[config.mk]
export PLATFORM = sky130hd
export DESIGN_NAME = add_rs
export DESIGN_NICKNAME = d
export VERILOG_FILES = /design/src/rtl/add_rs.sv
export SDC_FILE = /design/constraint.sdc
export NUM_CORES = 1
export LEC_CHECK = 0
export ABC_AREA = 1
export BUFFER_PORTS_ARGS = -buffer_cell sky130_fd_sc_hd__buf_2
export CAP_MARGIN = 40
export CORE_UTILIZATION = 40
export CTS_CLUSTER_SIZE = 40
export DETAILED_ROUTE_END_ITERATION = 8
export RECOVER_POWER = 50
export SYNTH_ARGS = -nofsm -noshare
export SYNTH_HDL_FRONTEND = slang
export SYNTH_SLANG_ARGS = --single-unit
[constraint.sdc]
create_clock -name clk -period 3.35 [get_ports clk]
set_clock_uncertainty 0.1 [all_clocks]
set_input_delay 0.1675 -clock clk [delete_from_list [all_inputs] [get_ports clk]]
set_output_delay 0.1675 -clock clk [all_outputs]
set_load 0.01 [all_outputs]
[src/rtl/add_rs.sv]
// add_rs: reservation station and issue controller for the integer adder.
// Holds add/sub instructions until both operands are known, snoops the CDB
// for missing operands, and feeds one ready entry at a time to a registered
// adder. The result is then held on the CDB output until the arbiter grants it.
module add_rs #(
    parameter int ENTRIES = 4,
    parameter int TAG_W   = 4,
    parameter int RS_BASE = 0,
    parameter int ADD_LAT = 2
) (
    input  logic             clk,
    input  logic             rst,
    input  logic             issue_valid,
    output logic             issue_ready,
    input  logic             issue_op,
    input  logic [31:0]      issue_vj,
    input  logic [31:0]      issue_vk,
    input  logic [TAG_W-1:0] issue_qj,
    input  logic [TAG_W-1:0] issue_qk,
    output logic [TAG_W-1:0] issue_tag,
    input  logic             cdb_in_valid,
    input  logic [TAG_W-1:0] cdb_in_tag,
    input  logic [31:0]      cdb_in_data,
    output logic [31:0]      alu_a,
    output logic [31:0]      alu_b,
    output logic             alu_cin,
    input  logic [31:0]      alu_sum,
    input  logic             alu_cout,
    output logic             cdb_out_valid,
    input  logic             cdb_out_ready,
    output logic [TAG_W-1:0] cdb_out_tag,
    output logic [31:0]      cdb_out_data,
    output logic             cdb_out_cout
);

    localparam int IDX_W = (ENTRIES > 1) ? $clog2(ENTRIES) : 1;
    localparam int CNT_W = (ADD_LAT > 1) ? $clog2(ADD_LAT + 1) : 1;

    typedef enum logic [1:0] {
        S_IDLE,
        S_EXEC,
        S_DONE
    } state_t;

    state_t             state_q;
    logic [ENTRIES-1:0] busy_q;
    logic [ENTRIES-1:0] op_q;
    logic [ENTRIES-1:0] disp_q;
    logic [31:0]        vj_q [ENTRIES];
    logic [31:0]        vk_q [ENTRIES];
    logic [TAG_W-1:0]   qj_q [ENTRIES];
    logic [TAG_W-1:0]   qk_q [ENTRIES];
    logic [IDX_W-1:0]   sel_q;
    logic [CNT_W-1:0]   cnt_q;

    logic               freeFound;
    logic [IDX_W-1:0]   freeIdx;
    logic [TAG_W-1:0]   freeTag;
    logic               anyReady;
    logic [IDX_W-1:0]   readyIdx;
    logic               issueFire;
    logic               snoopLive;
    logic               bypassJ;
    logic               bypassK;

    // Pick the lowest free slot for issue and the lowest ready slot for dispatch,
    // both from registered state so a freed or newly-ready entry counts next cycle.
    always_comb begin
        freeFound = 1'b0;
        freeIdx   = '0;
        freeTag   = TAG_W'(RS_BASE);
        anyReady  = 1'b0;
        readyIdx  = '0;
        for (int i = ENTRIES - 1; i >= 0; i--) begin
            if (!busy_q[i]) begin
                freeFound = 1'b1;
                freeIdx   = IDX_W'(i);
                freeTag   = TAG_W'(RS_BASE + i);
            end
            if (busy_q[i] && !disp_q[i] && (qj_q[i] == '0) && (qk_q[i] == '0)) begin
                anyReady = 1'b1;
                readyIdx = IDX_W'(i);
            end
        end
    end

    assign issue_ready = freeFound;
    assign issue_tag   = freeTag;
    assign issueFire   = issue_valid && freeFound;
    assign snoopLive   = cdb_in_valid && (cdb_in_tag != '0);
    assign bypassJ     = snoopLive && (issue_qj == cdb_in_tag);
    assign bypassK     = snoopLive && (issue_qk == cdb_in_tag);

    // Entry bookkeeping (snoop, issue, free) and the dispatch/execute/broadcast
    // state machine share one register block because dispatch and release both
    // touch entry state; they never target the same entry in one cycle.
    always_ff @(posedge clk) begin
        if (rst) begin
            state_q       <= S_IDLE;
            busy_q        <= '0;
            op_q          <= '0;
            disp_q        <= '0;
            sel_q         <= '0;
            cnt_q         <= '0;
            alu_a         <= '0;
            alu_b         <= '0;
            alu_cin       <= 1'b0;
            cdb_out_valid <= 1'b0;
            cdb_out_tag   <= '0;
            cdb_out_data  <= '0;
            cdb_out_cout  <= 1'b0;
            for (int i = 0; i < ENTRIES; i++) begin
                vj_q[i] <= '0;
                vk_q[i] <= '0;
                qj_q[i] <= '0;
                qk_q[i] <= '0;
            end
        end else begin
            for (int i = 0; i < ENTRIES; i++) begin
                if (busy_q[i] && snoopLive) begin
                    if (qj_q[i] == cdb_in_tag) begin
                        vj_q[i] <= cdb_in_data;
                        qj_q[i] <= '0;
                    end
                    if (qk_q[i] == cdb_in_tag) begin
                        vk_q[i] <= cdb_in_data;
                        qk_q[i] <= '0;
                    end
                end
            end

            if (issueFire) begin
                busy_q[freeIdx] <= 1'b1;
                op_q[freeIdx]   <= issue_op;
                disp_q[freeIdx] <= 1'b0;
                vj_q[freeIdx]   <= bypassJ ? cdb_in_data : issue_vj;
                vk_q[freeIdx]   <= bypassK ? cdb_in_data : issue_vk;
                qj_q[freeIdx]   <= bypassJ ? '0 : issue_qj;
                qk_q[freeIdx]   <= bypassK ? '0 : issue_qk;
            end

            case (state_q)
                S_IDLE: begin
                    if (anyReady) begin
                        alu_a            <= vj_q[readyIdx];
                        alu_b            <= op_q[readyIdx] ? ~vk_q[readyIdx] : vk_q[readyIdx];
                        alu_cin          <= op_q[readyIdx];
                        sel_q            <= readyIdx;
                        disp_q[readyIdx] <= 1'b1;
                        cnt_q            <= '0;
                        state_q          <= S_EXEC;
                    end
                end
                S_EXEC: begin
                    if (cnt_q == CNT_W'(ADD_LAT - 1)) begin
                        cdb_out_data  <= alu_sum;
                        cdb_out_cout  <= alu_cout;
                        cdb_out_tag   <= TAG_W'(RS_BASE) + TAG_W'(sel_q);
                        cdb_out_valid <= 1'b1;
                        state_q       <= S_DONE;
                    end else begin
                        cnt_q <= cnt_q + CNT_W'(1);
                    end
                end
                S_DONE: begin
                    if (cdb_out_ready) begin
                        cdb_out_valid <= 1'b0;
                        busy_q[sel_q] <= 1'b0;
                        state_q       <= S_IDLE;
                    end
                end
                default: begin
                    state_q <= S_IDLE;
                end
            endcase
        end
    end

endmodule

== Word level (Yosys, flattened, before mapping) ==
Memory sizes are Yosys's and may differ from the RTL's. A register that Yosys moved wholly into a read port is not among the register bits.
Index checks and enable logic that the tools add are counted.
Operators by class
  add/subtract/negate cells: 1
  $lt $le $gt $ge: 6
  equality and inequality tests: 17
  muxes and demuxes: 105
  bitwise operators: 23
  reduce and logical (&&, ||, !) cells: 44
Operator list (number)
  $mux W32: 11
  $mux W4: 21
  $mux W1: 51
  $eq A4 B4 Y1: 10
  $logic_not A4 Y1: 8
  $not A32 Y32: 1
  $mux W2: 14
  $logic_and A1 B1 Y1: 23
  $or A1 B1 Y1: 16
  $lt A2 B3 Y1 const B: 3
  $reduce_and A3 Y1: 3
  $and A4 B4 Y4: 2
  $ne A2 B2 Y1 const B: 4
  $not A4 Y4: 2
  $or A4 B4 Y4: 2
  $demux W1 S2: 3
  $ge A2 B1 Y1 const B: 3
  $pmux W2 S3: 1
  $bwmux W4: 1
  $eq A2 B1 Y1 const B: 2
  $logic_not A1 Y1: 4
  $pmux W2 S2: 1
  $reduce_and A2 Y1: 2
  $reduce_bool A2 Y1: 2
  other kinds (6): 6
Storage, ports and cells
  bits in registers: 87
  bits in writable memories: 288
  output and inout bits: 108
  memories kept: 4
Memories
  vj_q: depth 4, bits a word 32, read ports 1, clocked after Yosys merged registers in 1, write ports 5, line 49  | logic [31:0] vj_q [ENTRIES];
  vk_q: depth 4, bits a word 32, read ports 1, clocked after Yosys merged registers in 0, write ports 5, line 50  | logic [31:0] vk_q [ENTRIES];
  qj_q: depth 4, bits a word 4, read ports 4, clocked after Yosys merged registers in 0, write ports 5, line 51  | logic [TAG_W-1:0] qj_q [ENTRIES];
  qk_q: depth 4, bits a word 4, read ports 4, clocked after Yosys merged registers in 0, write ports 5, line 52  | logic [TAG_W-1:0] qk_q [ENTRIES];

== Longest topological paths before layout ==
Gate-level depths: netlist (run 1).
  word-level depth: 15
  depth in mapped cells: 17
  depth with buffers taken out: 16

== Worst setup path before layout (run 1) ==
No wires, ideal clock.
  path type: reg2reg
  from: reg busy_q[0]
  to: mem qj_q[1][0] (enable)
  data arrival time: 2102 ps
  required time: 2652 ps
  setup slack: 550 ps
  cell stages (with the launch flop): 9
  period minus slack after synthesis: 2800 ps
  cell sequence: dfxtp_1 inv_2 nor3_1 inv_1 nor2_2 inv_1 clkbuf_1 clkbuf_1 nand3_1
RTL lines
  from (decl): line 46  | logic [ENTRIES-1:0] busy_q;
  from (signal assigned): line 100  | busy_q <= '0;
  from (signal, indexed assignment): line 133  | busy_q[freeIdx] <= 1'b1;
  from (signal, indexed assignment): line 168  | busy_q[sel_q] <= 1'b0;
  to (decl): line 51

==> results.py, run 1 <==
metrics = {
    "worst_setup_path": {
        "end_kind": "flop",
        "crit_type": "reg2reg",
        "reg2regPathDepth": 8,
        "r2r_slack_ns": 0.25,
        "crit_arrival_ns": 3.20,
        "crit_start": "busy_q[0]",
        "timing.rr.start": "busy_q[0]",
        "crit_required_ns": 3.46,
        "path_max_fanout": 38,
        "timing.rr.end": "vk_q[1][12]",
        "worstSetupEndpoint": "vk_q[1][12]",
        "crit_path_start_kind": "flop",
    },
    "pwr": {
        "combPwrFrac_pct": 9.9,
        "internal-power_mw": 8.96,
        "p_total_mw": 12.0,
        "power.switching_mw": 3.03,
        "peakVddDrop_mv": 0.366,
        "seqPwrFrac_pct": 47.9,
        "p_leak_nw": 10.0,
        "power.density_nw_per_um2": 490,
        "clkPwrFrac_pct": 42.3,
        "p_sw_share_pct": 25.3,
    },
    "sta": {
        "finalCritPeriodShare_pct": 92.4,
        "setup_viol": 0,
        "setup_ws_ns": 0.253,
        "slew_headroom_pct": 23.0,
        "worst_slew_pin_slew_ns": 1.16,
        "layout_min_cycle_time_ns": 3.10,
        "slew_violations": 0,
        "max_freq_ghz": 0.323,
        "setup-tns-final_ns": 0,
        "hold_violations": 0,
        "rsz0062_at_grt": "false",
    },
    "synthesis": {
        "synth-async-reset-ratio_pct": 0,
        "yosys.area.top_type": "edfxtp_1",
        "ys.flop_type": "edfxtp_1",
        "syn_inst": 2247,
        "ys_types": 42,
        "ys_ff_latch": 407,
        "yosys_warnings": 0,
        "syn_area_um2": 19900,
        "avgSynthCellArea_um2": 8.87,
        "synth_edf_count": 288,
        "synth.most_common_cell": "nand2_1",
        "synth_area_leaders": "edfxtp_1, dfxtp_1, nand2_1",
        "synth_top_area_share_pct": 43.4,
        "synth_seq_area_share_pct": 55.4,
        "synthTopCellsByCount": "nand2_1, edfxtp_1, nand3_1",
    },
    "detailed_routing": {
        "ant_nets": 0,
        "drc": 0,
        "wl_per_cell_um": 21.9,
        "wl_mm": 71.9,
        "drt_pass1_iterations": 8,
        "num_vias": 18400,
        "first_iter_violations": 1935,
        "avgViaCountPerCell": 5.61,
    },
    "final_layout": {
        "diodes": 0,
        "nets": 2727,
        "drive_gt1_share_pct": 12.8,
        "syn_to_final_growth_pct": 22.9,
        "final.fill_count": 4678,
    },
    "placement": {
        "post-place-ws_ns": 0.496,
        "hpwl_mm": 44.5,
        "gp_congestion": 0.905,
        "port_buffers": 250,
    },
    "cts": {
        "cts_buffers": 47,
        "postCtsSetupRepairBufs": 0,
        "clkLatencyLatePin_ns": 0.61,
        "ctsHtreeMaxLevel": 2,
        "cts_root_buf": "clkbuf_16",
        "cts_tree": "built",
        "ctsResizeCount": 0,
        "path_clk_slew_ns": 0.06,
        "cts_num_sinks": 407,
        "max-clock-path-buffers": 3,
    },
    "global_route": {
        "grt_use_met1_pct": 36.6,
        "track_usage_pct": 28.1,
        "top_usage_layer": "met2",
        "grt_max_degree": 69,
        "grt_pass1_vias": 18000,
        "gr-total-overflow": 0,
        "antenna_found_initial": 0,
        "use_met3_pct": 6.26,
        "grt_use_met2_pct": 44.8,
        "grt_pass1_wl_mm": 107,
    },
    "run": {
        "max_cap_violations": 0,
    },
    "die": {
        "io_pins": 255,
        "dieArea_um2": 50700,
        "dieWidth_um": 225,
        "start_util_pct": 40.6,
        "coreArea_um2": 49100,
        "die-height_um": 225,
        "rows": 81,
    },
    "outcome": {
        "status": "completed",
    },
    "worst_hold_path": {
        "worst_hold_path_type": "in2reg",
    },
}
power by group through the flow:
stage / logic [mW] / clock network [mW] / registers [mW]
final: 1.19 / 5.06 / 5.74
after detailed placement: 1.08 / 0 / 5.84
after CTS: 1.20 / 5.11 / 5.73
after global routing: 1.29 / 5.28 / 5.75
after floorplan: 0.614 / 0 / 5.83
after global placement: 1.07 / 0 / 5.83
per-layer routing:
layer | wire length [µm] | share of wire (%)
met1 | 29000 | 40
met2 | 32900 | 46
met3 | 7280 | 10
met4 | 2750 | 3.8
met5 | 0 | 0
layout make-up:
type                    count  area, µm²  share of cell area [%]
well taps                 664        831                    3.39
clock buffers              70       1320                    5.40
flip-flops and latches    407      11000                    45.1
multi-input cells        1502       7470                    30.5
repair buffers            441       2960                    12.1
clock inverters            18        188                   0.767
inverters                 180        677                    2.76
state kept, by name, summed over array words and instances, names as in the netlist, 2 cells and up:
signal        flops
qk_q             16
busy_q            4
alu_a            32
vj_q            128
cnt_q             2
disp_q            4
state_q           2
vk_q            128
cdb_out_tag       2
op_q              4
alu_b            32
cdb_out_data     32
sel_q             2
qj_q             16
placed cells by master (no fill, tap or decap), types with 124 or more instances in the layout:
cell	synthesis	layout
buf_2	40	146
clkbuf_1	83	128
dlygate4sd3_1	0	124
edfxtp_1	288	288
inv_1	152	155
nand2_1	532	531
nand3_1	206	203
nor2_1	162	161
o21ai_0	128	129
o22ai_1	204	204
worst max-delay path: stages (launching register included):
cell and delay, ns:
dfxtp_1 0.38, inv_1 0.11, nor3_1 0.39, inv_1 0.13
nor2_1 0.17, inv_1 0.11, buf_12 0.20, nand3_1 0.33
dlymetal6s4s_1 0.77
worst min-delay path by stage:
| stage | cells past startpoint | slack, ns | start | to |
|---|---|---|---|---|
| final | 5 | 0.02 | issue_vj[17] | vj_q[3][17] |
| after global routing | 3 | 0.05 | cdb_in_data[4] | vk_q[3][4] |
| after CTS | 5 | 0.0001 | issue_vj[20] | vj_q[0][20] |
| after detailed placement | 3 | 0.34 | issue_valid | busy_q[0] |
| after global placement | 3 | 0.34 | alu_sum[11] | cdb_out_data[11] |
| after floorplan | 2 | 0.20 | issue_valid | busy_q[0] |
cells by family (layout without fill, tap and decap cells):
family,after synthesis,after routing,synth area share [%]
DFF,407,407,55.4
and+or+nand+nor,978,978,21.0
AOI/OAI and AO/OA,481,481,14.6
adders and majority gates,1,1,0.0628
buffers and inverters,341,709,7.34
xor gates and xnor gates,38,38,1.67
other,1,4,0.0188
metrics by stage:
step / hold slack, ns / utilization [%] / cell area, µm² / instances
floorplan: 0.201 / - / 19900 / 2250
global placement: 0.342 / 44.8 / 22000 / 3068
detailed placement: 0.344 / 44.9 / 22000 / 3070
CTS: 0.000117 / 50.5 / 24800 / 3282
global route: 0.0454 / 49.9 / 24500 / 3282
finish: 0.0166 / 49.9 / 24500 / 3282
what timing repair did:
action	4_1_cts	5_1_grt
endpoints found under the setup margin	0	0
hold buffers	124	0
endpoints found under the hold margin	293	0
No activity file was read; power rests on OpenSTA's default activity.
==> run 2: changes to the inputs <==
==> constraint.sdc (replaced) <==
create_clock -name clk -period 3.55 [get_ports clk]
set_clock_uncertainty 0.1 [all_clocks]
set_input_delay 0.1775 -clock clk [delete_from_list [all_inputs] [get_ports clk]]
set_output_delay 0.1775 -clock clk [all_outputs]
set_load 0.01 [all_outputs]
==> run 2 against run 1 <==
  * The flow now finishes with violations (max-capacitance violations, max-slew violations)
  * Worst hold slack got worse by 0.00084 ns
  * Critical path depth increased by 4
  * Die area unchanged
  * Highest routed layer unchanged
  * Register-to-register slack improved by 0.29 ns
  * Via count decreased by 0.52%
==> results.py, run 2 (synthesis results as in run 1) <==
metrics = {
    "pwr": {
        "p_leak_nw": 9.97,
        "power.switching_mw": 2.79,
        "power.density_nw_per_um2": 464,
        "peakVddDrop_mv": 0.344,
        "clkPwrFrac_pct": 42.1,
        "internal-power_mw": 8.49,
        "combPwrFrac_pct": 9.9,
        "seqPwrFrac_pct": 48.0,
        "p_sw_share_pct": 24.7,
    },
    "sta": {
        "rsz0062_at_grt": "false",
        "setup_viol": 0,
        "max_freq_ghz": 0.332,
        "finalCritPeriodShare_pct": 84.7,
        "setup-tns-final_ns": 0,
        "slew_violations": 38,
        "worst_slew_pin_slew_ns": 1.59,
        "layout_min_cycle_time_ns": 3.01,
        "slew_headroom_pct": -6.33,
        "hold_violations": 0,
    },
    "worst_setup_path": {
        "crit_path_start_kind": "flop",
        "worstPathCellList": "nor2_1, nand2_1, nor2_1, nand2_1, nand2_2, nand2_4, nand2_1, nand2_2, inv_2, buf_12, nand2_1, a41oi_1",
        "timing.rr.end": "alu_a[1]",
        "cp_slowest_stage_delay_ns": 0.54,
        "cp_common_cell": "nand2_1",
        "r2r_slack_ns": 0.54,
        "slowest_stage": "nand2_1",
        "reg2regPathDepth": 12,
        "crit_arrival_ns": 3.41,
        "timing.rr.start": "qj_q[2][3]",
        "crit_required_ns": 3.95,
        "cp_top_family": "simple AND/OR/NAND/NOR gates",
        "end_kind": "flop",
        "path_max_fanout": 26,
        "crit_type": "reg2reg",
        "worst-path-buf-inv": 2,
    },
    "run": {
        "max_cap_violations": 1,
    },
    "placement": {
        "dp_cells": 3067,
        "hpwl_mm": 44.8,
        "gp_congestion": 0.896,
        "port_buffers": 250,
    },
    "detailed_routing": {
        "ant_nets": 0,
        "wl_per_cell_um": 22.0,
        "num_vias": 18300,
        "wl_mm": 71.9,
        "drc": 0,
        "drt_pass1_iterations": 6,
        "first_iter_violations": 1863,
        "avgViaCountPerCell": 5.60,
    },
    "final_layout": {
        "final_cell_mix": "nand2_1, edfxtp_1, o22ai_1",
        "drive_gt1_share_pct": 12.7,
        "nets": 2712,
        "syn_to_final_growth_pct": 22.1,
        "final_common_cell": "nand2_1",
        "fin_cells": 3268,
        "reg_top3": "vj_q (128), vk_q (128)",
    },
    "outcome": {
        "status": "finished, violations left",
        "failed_checks": "max-capacitance violations, max-slew violations",
    },
    "global_route": {
        "track_usage_pct": 28.1,
        "grt_pass1_wl_mm": 107,
        "antenna_found_initial": 0,
        "grt_max_degree": 69,
        "grt_pass1_vias": 17700,
        "gr-total-overflow": 0,
    },
    "die": {
        "die-height_um": 225,
        "dieWidth_um": 225,
        "dieArea_um2": 50700,
        "io_pins": 255,
        "start_util_pct": 40.6,
        "coreArea_um2": 49100,
        "rows": 81,
    },
    "cts": {
        "ctsHtreeMaxLevel": 2,
        "cts_root_buf": "clkbuf_16",
        "cts_tree": "built",
        "clkLatencyLatePin_ns": 0.60,
        "postCtsSetupRepairBufs": 0,
        "cts_buffers": 47,
        "max-clock-path-buffers": 3,
        "ctsResizeCount": 0,
        "cts_num_sinks": 407,
        "path_clk_slew_ns": 0.06,
    },
    "worst_hold_path": {
        "hold_start": "issue_vj[25]",
        "hold_path_end": "vj_q[1][25]",
        "whs_path_depth": 5,
        "worst_hold_path_type": "in2reg",
    },
}
-- run 2: cell count changes in the layout (fill, tap and decap cells not counted), sizes merged --
cell,delta
clkinv,-3
clkbuf,+5
diode,+1
inv,-1
dlygate4sd3,-12
dlymetal6s4s,-1
clkinvlp,-2
buf,-1
-- run 2: how the worst max path moves through the flow --
stage | startpoint | end | slack (ns) | cells after the start
after CTS | busy_q[2] | vj_q[0][21] | 0.81 | 10
after detailed placement | cdb_in_tag[1] | vk_q[0][3] | 0.76 | 10
after floorplan | busy_q[0] | qj_q[1][0] | 0.75 | 8
after global placement | qk_q[0][3] | alu_b[27] | 0.76 | 12
final | qj_q[2][3] | alu_a[1] | 0.54 | 12
after global routing | qj_q[2][3] | alu_b[29] | 0.32 | 15
-- run 2: timing repair --
item,CTS,global route
endpoints found under the hold margin,258,0
hold buffers,112,0
endpoints found under the setup margin,0,0
-- run 2: routing by layer --
metal	wire (µm)	GRT usage [%]	up-vias	share of wire (%)
met2	33400	45.5	987	46
met1	28900	36.8	8657	40
li1	-	-	8491	-
met5	0	0	-	0
met4	3020	12.8	0	4.2
met3	6610	4.50	178	9.2
-- run 2: stage by stage --
step	util, %	worst slack (ns)	hold slack (ns)	instance area (µm²)	power (mW)
after floorplan	-	0.750	0.211	19900	6.08
after global placement	44.7	0.764	0.347	21900	6.51
after detailed placement	44.7	0.758	0.349	21900	6.52
after CTS	50.0	0.806	0.000332	24500	11.3
after global routing	49.6	0.322	0.0407	24300	11.6
final	49.6	0.542	0.0157	24300	11.3
-- run 2: cell type report --
cell class | count | area [µm²]
antenna | 1 | 2.50
clock buffer | 76 | 1370
clock inverter | 12 | 125
fill | 4666 | 24700
inverter | 180 | 677
multi-input combinational | 1502 | 7470
sequential | 407 | 11000
tap | 664 | 831
timing repair buffer | 426 | 2820
-- run 2: power groups by stage --
stage	logic, mW	registers (mW)	clock network [mW]
2_1_floorplan	0.580	5.50	0
4_1_cts	1.12	5.41	4.80
3_3_place_gp	1.01	5.50	0
3_5_place_dp	1.02	5.51	0
5_1_grt	1.21	5.43	4.97
6_report	1.12	5.41	4.75
-- run 2: tightest hold or removal path: stages --
cell	delay [ns]
buf_2	0.07
nand2_1	0.04
o21ai_0	0.17
nand2_1	0.07
o21ai_0	0.07
